[config.mk]
export PLATFORM = sky130hd
export DESIGN_NAME = shot_controller
export DESIGN_NICKNAME = d
export VERILOG_FILES = /design/src/rtl/shot_pkg.sv /design/src/rtl/frame_timer.sv /design/src/rtl/shot_controller.sv
export SDC_FILE = /design/constraint.sdc
export NUM_CORES = 1
export LEC_CHECK = 0
export ABC_AREA = 0
export CORE_MARGIN = 2
export CORE_UTILIZATION = 25
export DETAILED_ROUTE_END_ITERATION = 7
export GPL_TIMING_DRIVEN = 0
export PLACE_DENSITY_LB_ADDON = 0.25
export SLEW_MARGIN = 20
export SYNTH_ARGS = -nofsm -noshare
export SYNTH_HDL_FRONTEND = slang
export SYNTH_SLANG_ARGS = --single-unit
[constraint.sdc]
create_clock -name clk -period 5.3 [get_ports clk]
set_input_delay 0.53 -clock clk [delete_from_list [all_inputs] [get_ports clk]]
set_output_delay 0.53 -clock clk [all_outputs]
set_load 0.01 [all_outputs]
[src/rtl/shot_pkg.sv]
// shot_pkg: shared state encoding, screen defaults and coordinate helpers for the shot controller.
package shot_pkg;
  localparam int COORD_W = 12;
  localparam int SCREEN_W_DEF = 800;
  localparam int SCREEN_H_DEF = 600;
  typedef enum logic [2:0] {
    IDLE     = 3'd0,
    ARM      = 3'd1,
    FIRE     = 3'd2,
    FLIGHT   = 3'd3,
    COOLDOWN = 3'd4,
    RELOAD   = 3'd5
  } state_e;
  function automatic logic [COORD_W-1:0] clamp(input logic [COORD_W-1:0] v, input logic [COORD_W-1:0] lim);
    return (v > lim) ? lim : v;
  endfunction
endpackage

[src/rtl/frame_timer.sv]
// frame_timer: loadable down-counter stepped by frame ticks; done while the count is zero.
module frame_timer #(
  parameter int W = 8
) (
  input  logic         clk,
  input  logic         rst,
  input  logic         load_i,
  input  logic [W-1:0] load_val_i,
  input  logic         tick_i,
  output logic         done_o
);
  logic [W-1:0] cnt_q;
  always_ff @(posedge clk) begin
    if (rst) cnt_q <= '0;
    else if (load_i) cnt_q <= load_val_i;
    else if (tick_i && cnt_q != '0) cnt_q <= cnt_q - W'(1);
  end
  assign done_o = cnt_q == '0;
endmodule

[src/rtl/shot_controller.sv]
// shot_controller: frame-aligned fire sequencer with flight, cooldown, ammo, reload and score tracking.
// Define SHOT_AUTO_FIRE_EN to let a held button refire whenever the controller returns to IDLE.
module shot_controller
  import shot_pkg::*;
#(
  parameter int AMMO_MAX        = 8,
  parameter int COOLDOWN_FRAMES = 10,
  parameter int RELOAD_FRAMES   = 60,
  parameter int FLIGHT_TIMEOUT  = 120,
  parameter int SCREEN_W        = SCREEN_W_DEF,
  parameter int SCREEN_H        = SCREEN_H_DEF
) (
  input  logic               clk,
  input  logic               rst,
  input  logic               v_sync_in,
  input  logic               left_click,
  input  logic               reload_req,
  input  logic [COORD_W-1:0] x_pos_in,
  input  logic [COORD_W-1:0] y_pos_in,
  input  logic               shot_done,
  input  logic               hit,
  output logic               fire,
  output logic               frame_step,
  output logic [COORD_W-1:0] target_x,
  output logic [COORD_W-1:0] target_y,
  output logic               busy,
  output logic [3:0]         ammo,
  output logic [7:0]         score
);
  localparam int FMAX = (FLIGHT_TIMEOUT > COOLDOWN_FRAMES)
                      ? ((FLIGHT_TIMEOUT > RELOAD_FRAMES) ? FLIGHT_TIMEOUT : RELOAD_FRAMES)
                      : ((COOLDOWN_FRAMES > RELOAD_FRAMES) ? COOLDOWN_FRAMES : RELOAD_FRAMES);
  localparam int CW = $clog2(FMAX) + 1;
  localparam logic [3:0] AMMO_FULL = 4'(AMMO_MAX);
  state_e state_q, state_d;
  logic click_d_q, vs_d_q, click_rise_q, tick_q;
  logic fire_q, fire_d, step_q, step_d, busy_q;
  logic [COORD_W-1:0] tx_q, tx_d, ty_q, ty_d;
  logic [3:0] ammo_q, ammo_d;
  logic [7:0] score_q, score_d;
  logic tmr_load, tmr_done, trig;
  logic [CW-1:0] tmr_val;
`ifdef SHOT_AUTO_FIRE_EN
  assign trig = click_rise_q | click_d_q;
`else
  assign trig = click_rise_q;
`endif
  frame_timer #(.W(CW)) u_timer (
    .clk        (clk),
    .rst        (rst),
    .load_i     (tmr_load),
    .load_val_i (tmr_val),
    .tick_i     (tick_q),
    .done_o     (tmr_done)
  );
  always_ff @(posedge clk) begin
    if (rst) begin
      state_q      <= IDLE;
      click_d_q    <= 1'b0;
      vs_d_q       <= 1'b0;
      click_rise_q <= 1'b0;
      tick_q       <= 1'b0;
      fire_q       <= 1'b0;
      step_q       <= 1'b0;
      busy_q       <= 1'b0;
      tx_q         <= '0;
      ty_q         <= '0;
      ammo_q       <= AMMO_FULL;
      score_q      <= '0;
    end else begin
      state_q      <= state_d;
      click_d_q    <= left_click;
      vs_d_q       <= v_sync_in;
      click_rise_q <= left_click & ~click_d_q;
      tick_q       <= v_sync_in & ~vs_d_q;
      fire_q       <= fire_d;
      step_q       <= step_d;
      busy_q       <= state_d != IDLE;
      tx_q         <= tx_d;
      ty_q         <= ty_d;
      ammo_q       <= ammo_d;
      score_q      <= score_d;
    end
  end
  always_comb begin
    state_d  = state_q;
    fire_d   = 1'b0;
    step_d   = 1'b0;
    tx_d     = tx_q;
    ty_d     = ty_q;
    ammo_d   = ammo_q;
    score_d  = score_q;
    tmr_load = 1'b0;
    tmr_val  = '0;
    case (state_q)
      IDLE: begin
        if (ammo_q == '0 || (reload_req && ammo_q < AMMO_FULL)) begin
          state_d  = RELOAD;
          tmr_load = 1'b1;
          tmr_val  = CW'(RELOAD_FRAMES);
        end else if (trig) begin
          tx_d    = clamp(x_pos_in, COORD_W'(SCREEN_W - 1));
          ty_d    = (y_pos_in == '0) ? COORD_W'(1) : clamp(y_pos_in, COORD_W'(SCREEN_H - 1));
          ammo_d  = ammo_q - 4'd1;
          state_d = ARM;
        end
      end
      ARM: begin
        fire_d  = tick_q;
        state_d = tick_q ? FIRE : ARM;
      end
      FIRE: begin
        state_d  = FLIGHT;
        tmr_load = 1'b1;
        tmr_val  = CW'(FLIGHT_TIMEOUT);
      end
      FLIGHT: begin
        // the timer reaching zero means the last allowed step has already been issued
        step_d  = tick_q & ~tmr_done;
        score_d = (hit && score_q != 8'hff) ? score_q + 8'd1 : score_q;
        if (hit || shot_done || tmr_done) begin
          state_d  = COOLDOWN;
          tmr_load = 1'b1;
          tmr_val  = CW'(COOLDOWN_FRAMES);
        end
      end
      COOLDOWN: begin
        if (tmr_done) begin
          state_d  = (ammo_q == '0) ? RELOAD : IDLE;
          tmr_load = ammo_q == '0;
          tmr_val  = CW'(RELOAD_FRAMES);
        end
      end
      RELOAD: begin
        if (tmr_done) begin
          ammo_d  = AMMO_FULL;
          state_d = IDLE;
        end
      end
      default: state_d = IDLE;
    endcase
  end
  assign fire       = fire_q;
  assign frame_step = step_q;
  assign target_x   = tx_q;
  assign target_y   = ty_q;
  assign busy       = busy_q;
  assign ammo       = ammo_q;
  assign score      = score_q;
endmodule

After elaboration in Yosys (flattened, before gate mapping):

Index checks and enable logic that the tools add are counted.

* input bits: 31
* register bits after elaboration: 54
* output and inout port bits: 39
* word-level logic and storage cells: 81

* order comparisons: 3
* add/subtract/negate cells: 3
* reductions and logical operators: 19
* equality and inequality tests: 9
* bitwise logic cells: 9
* muxes and demuxes: 25

Operators by type and width (number)
* 2-to-1 mux 12 bit: 3
* one-hot mux 7 bit (4 select lines): 1
* > comparator 12 x 10 -> 1 bit, second input constant: 2
* 2-to-1 mux 3 bit: 6
* one-hot mux 3 bit (6 select lines): 1
* 2-to-1 mux 4 bit: 4
* 2-to-1 mux 8 bit: 2
* logical NOT 12 bit: 1
* 2-to-1 mux 6 bit: 2
* adder 8 x 1 -> 8 bit, second input constant: 1
* logical NOT 8 bit: 1
* inequality test 8 bit, second input constant: 1
* one-hot mux 4 bit (2 select lines): 1
* nonzero test 8 bit: 1
* subtractor 8 x 1 -> 8 bit, second input constant: 1
* == test 3 x 2 -> 1 bit, second input constant: 2
* == test 3 bit, second input constant: 2
* inequality test 2 bit, second input constant: 3
* inverter 1 bit: 6
* logical NOT 4 bit: 1
* < comparator 4 bit, second input constant: 1
* one-hot mux 1 bit (4 select lines): 1
* AND reduction 4 bit: 1
* nonzero test 2 bit: 2
* other kinds (12): 21

Depth between registers and ports, before layout:

* depth in word-level cells: 6
* depth in mapped cells: 9

Modules after synthesis:

A second synthesis with hierarchy kept.

* cells, all modules: 285
* area total of the unflattened synthesis: 2620.0 sq um

Modules (own cells, without submodules)
* shot_controller: instances 1, area an instance 2104.5 sq um, cells an instance 226
* frame_timer: instances 1, area an instance 515.5 sq um, cells an instance 59

Least setup slack after synthesis:

OpenSTA, ideal clock, no wires.

* path type: reg-to-reg
* start point: reg ammo_q[0] (netlist: ammo[0])
* end point: reg tx_q[2] (netlist: target_x[2])
* setup time: 0.119 ns
* path buffers: 1
* cell stages (with the launch flop): 9
* path slack: 3.434 ns
* required time: 5.181 ns
* arrival time: 1.748 ns
* cell sequence: dfxtp_1 > inv_1 > ha_1 > nor2b_1 > o21bai_1 > and2_1 > buf_4 > nand2_1 > o221a_2

* longest elaborated chain between the ends: 5
* elaborated cells between the ends (all ways): 6
* those cells by class: order compare: 1; bitwise: 1; reduce/logical: 4

RTL lines
* start: declaration: RTL line shot_controller.sv:39 `logic [3:0] ammo_q, ammo_d;`
* start signal: assignment: RTL line shot_controller.sv:81 `ammo_q <= ammo_d;`
* < comparator 4 bit: RTL line shot_controller.sv:97 `if (ammo_q == '0 || (reload_req && ammo_q < AMMO_FULL)) begin`
* logical AND 1 bit: RTL line shot_controller.sv:97
* logical OR 1 bit *: RTL line shot_controller.sv:97
* inverter 1 bit (no source line) *
* AND reduction 3 bit (no source line) *
* end signal: assignment: RTL line shot_controller.sv:79 `tx_q <= tx_d;`
* end: declaration: RTL line shot_controller.sv:38 `logic [COORD_W-1:0] tx_q, tx_d, ty_q, ty_d;`

Every way passes the cells marked *; elsewhere a longest branch is shown, timed or not.
A chain may end at the register's enable or synchronous reset.

Final worst setup path:

* start point: reg ammo_q[0] (netlist: ammo[0])
* end point: reg ty_q[3] (netlist: target_y[3])

* longest elaborated chain between the ends: 5
* elaborated cells between the ends (all ways): 6
* those cells by class: order compare: 1; bitwise: 1; reduce/logical: 4

RTL lines
* < comparator 4 bit: RTL line shot_controller.sv:97
* logical AND 1 bit: RTL line shot_controller.sv:97
* logical OR 1 bit *: RTL line shot_controller.sv:97
* inverter 1 bit (no source line) *
* AND reduction 3 bit (no source line) *
* end signal: assignment: RTL line shot_controller.sv:80 `ty_q <= ty_d;`
* end: declaration: RTL line shot_controller.sv:38

Marks and branches as above.

==> flow_summary_export.csv <==
group,metric,value,unit
status,status,"complete, no violations",
sta,finalCritPeriodShare,0.425,
setup_path,cp.required,5.49,ns
pwr,sequentialPowerShare,0.439,
placement,hpwl,4.72,mm
floorplanning,start_util,0.258,
yosys,ys_warn_count,0,
yosys,synth.area.top_cells,"dfxtp_1 45%, a21oi_1 4.2%, nor2_1 4.1%, o221a_2 3.8%, nand2_1 3.6%",
floorplanning,fp.coreArea,9280,um^2
layout,mostFrequentLayoutCells,"69 x clkdlybuf4s50_1, 54 x dfxtp_1, 26 x nor2_1",
yosys,muxShareOfSynthArea,0.0125,
clock_tree,htreeDepth,2,
global_route,grt_max_degree,16,
pwr,p_clk_frac,0.257,
sta,tightestPinTransition,0.590,ns
setup_path,cp.arrival,2.44,ns
layout,final_common_cell,"clkdlybuf4s50_1",
hold_path,holdPathStages,1,
global_route,grt.total_usage,0.125,
clock_tree,clk_latency,0.31,ns
placement,dpl_cell_area,3250,um^2
global_route,grt_pass1_wl,10.3,mm
floorplanning,row_count,35,
yosys,synth-async-reset-ratio,0,
setup_path,crit_slowest_cell,"dfxtp_1",
clock_tree,clk_pin_slew,0.10,ns
yosys,synth_compound_gate_area_share,0.184,
yosys,synth_area_leader_cell,"dfxtp_1",
pwr,power.leakage,0.00123,uW
setup_path,cp_cell_sequence,"inv_1 -> ha_1 -> nor2b_1 -> o21bai_1 -> nand2_1 -> clkbuf_1 -> a32oi_1 -> nor2_1",
clock_tree,cts_tree,"done",
sta,maxSlewViolCount,0,
setup_path,slowest_delay,0.41,ns
yosys,yosysTopAreaCellShare,0.452,
clock_tree,clockRootBuffer,"clkbuf_8",
yosys,seq_area_frac_synth,0.452,
floorplanning,die_h,102,um
routing,ant_nets,0,
routing,first_pass_iters,4,
yosys,synth_area_per_cell,9.03,um^2
pwr,p_int,762,uW
routing,wl_per_cell,13.1,um
routing,drc_errors,0,
hold_path,hp-start,"click_d_q",
hold_path,hold_path_end,"click_rise_q",
pwr,swShare,0.312,
yosys,synth-seq-cells,54,
clock_tree,cts-buffers-inserted,5,
routing,drt_iter0_markers,72,
placement,port_buffers,69,
placement,dp_slack,2.88,ns
placement,gp_congestion,0.832,
yosys,syn_nets,301,
sta,hold_viol,0,
global_route,overflow,0,
pwr,peakVddDrop,0.157,mV
setup_path,r2r_slack,3.05,ns
yosys,synth_xor_area_frac,0.0476,
routing,routed_wl,6.14,mm
sta,setup_viol,0,
yosys,syn_inst,265,
global_route,antenna_found_initial,0,
yosys,netlist_area,2390,um^2
layout,antenna_cells,0,
routing,vias,2139,
floorplanning,ios,70,
setup_path,endpoint_kind,"flop",
setup_path,crit_type,"reg2reg",
sta,rsz0062_at_grt,"no",
sta,max_slew_margin,0.604,
yosys,synth_edf_count,0,
clock_tree,post-cts-setup-buffers,0,
setup_path,rr_endpoint,"target_y[3]",
yosys,synthFlopType,"dfxtp_1",
setup_path,r2r_cells,8,
sta,fin_ws,3.05,ns
sta,period_minus_slack,2.25,ns
yosys,synth_top_family_by_area,"simple AND/OR/NAND/NOR gates",
sta,fmax,444,MHz
clock_tree,hold_buffers,0,
clock_tree,cts_resized,0,
yosys,synth_simple_gate_area_share,0.236,
pwr,comb_power_share,0.304,
global_route,grt_pass1_vias,2147,
sta,skew,0.00743,ns
setup_path,r2r_start,"ammo[0]",
hold_path,min_path_type,"reg2reg",
setup_path,critical_path.startpoint_type,"flop",
floorplanning,die-width,102,um
sta,fin_tns_setup,0,ns
yosys,synth_cell_types,50,
floorplanning,dieArea,10400,um^2
job,drv_cap,0,
pwr,power.density,330,nW/um^2
layout,drive_gt1_frac,0.0909,
clock_tree,cts_buffer_depth,2,
clock_tree,clock_sinks,54,
routing,vias_per_cell,4.55,
yosys,synthAdderAreaFrac,0.0261,
layout,area_growth,40.3,%
setup_path,crit_fanout,10,
pwr,switchingPower,345,uW
layout,fin_nets,377,
layout,fin_area,3360,um^2
per-layer routing:
metal  wire (um)  up-vias  global-route usage
met3         360       10              0.0335
met5           0        -                   0
li1            -     1103                   -
met2        2710       57               0.203
met1        2950      969               0.160
met4         115        0              0.0421
worst max path at each step:
stage / from / endpoint / cells past startpoint
floorplan: ammo[0] / target_x[2] / 8
global placement: reload_req / target_y[3] / 6
detailed placement: reload_req / target_y[3] / 6
CTS: ammo[0] / target_y[3] / 8
global route: ammo[0] / target_y[3] / 8
finish: ammo[0] / target_y[3] / 8
state kept, by name, summed over array words and instances (netlist names), 3 cells and up:
name and count:
target_y 12, u_timer.cnt_q 8, ammo 4, score 8
state_q 3, target_x 12
layout make-up:
class | count | area (um^2)
repair buffers | 69 | 691
inverters | 10 | 37.5
clock buffers | 6 | 82.6
fillers | 988 | 5930
well taps | 129 | 161
plain buffers | 11 | 63.8
multi-input cells | 190 | 1210
clock inverters | 1 | 30.0
flip-flops and latches | 54 | 1080
power groups by stage:
stage / logic, uW / clock network, uW / registers (uW)
floorplan: 214 / 0 / 497
global route: 374 / 309 / 494
CTS: 336 / 294 / 487
detailed placement: 335 / 0 / 496
finish: 337 / 284 / 486
global placement: 333 / 0 / 494
worst max-delay path, delay by kind of cell (launching register included):
kind | cells | cell delay (ns)
fa+ha+maj | 1 | 0.22
buf+inv | 2 | 0.38
simple gates | 3 | 0.49
flops | 1 | 0.41
compound gates | 2 | 0.62
kinds of logic (layout without fill, tap and decap cells):
kind of cell | after synthesis | after routing
xor+xnor | 13 | 13
mux | 3 | 3
flops | 54 | 54
compound gates | 62 | 62
simple gates | 107 | 107
buf+inv | 21 | 97
fa+ha+maj | 5 | 5
Yosys cell counts (all sizes together), types with 2 or more instances:
| cell | number |
|---|---|
| nor4 | 3 |
| a31oi | 3 |
| or3 | 2 |
| xor2 | 5 |
| nor3 | 11 |
| a211o | 2 |
| a211oi | 4 |
| a22oi | 3 |
| and3 | 9 |
| nand4 | 4 |
| nand3 | 10 |
| nand3b | 2 |
| xnor2 | 8 |
| clkbuf | 4 |
| and2 | 3 |
| inv | 10 |
| nor2 | 26 |
| a21oi | 20 |
| nor2b | 7 |
| mux2i | 3 |
| dfxtp | 54 |
| buf | 7 |
| nand2 | 23 |
| ha | 5 |
| nand2b | 2 |
| o211ai | 4 |
| nor3b | 2 |
| o21ai | 9 |
| o221a | 8 |
stage by stage:
step                      instances  total power, uW  hold WS, ns   util
after global routing            470             1180        0.413  0.362
after detailed placement        463              831        0.378  0.350
after floorplan                 265              711        0.367      -
final                           470             1110        0.388  0.362
after CTS                       470             1120        0.392  0.362
after global placement          463              827        0.372  0.350
Note: power is estimated with default switching activity, not from simulation.
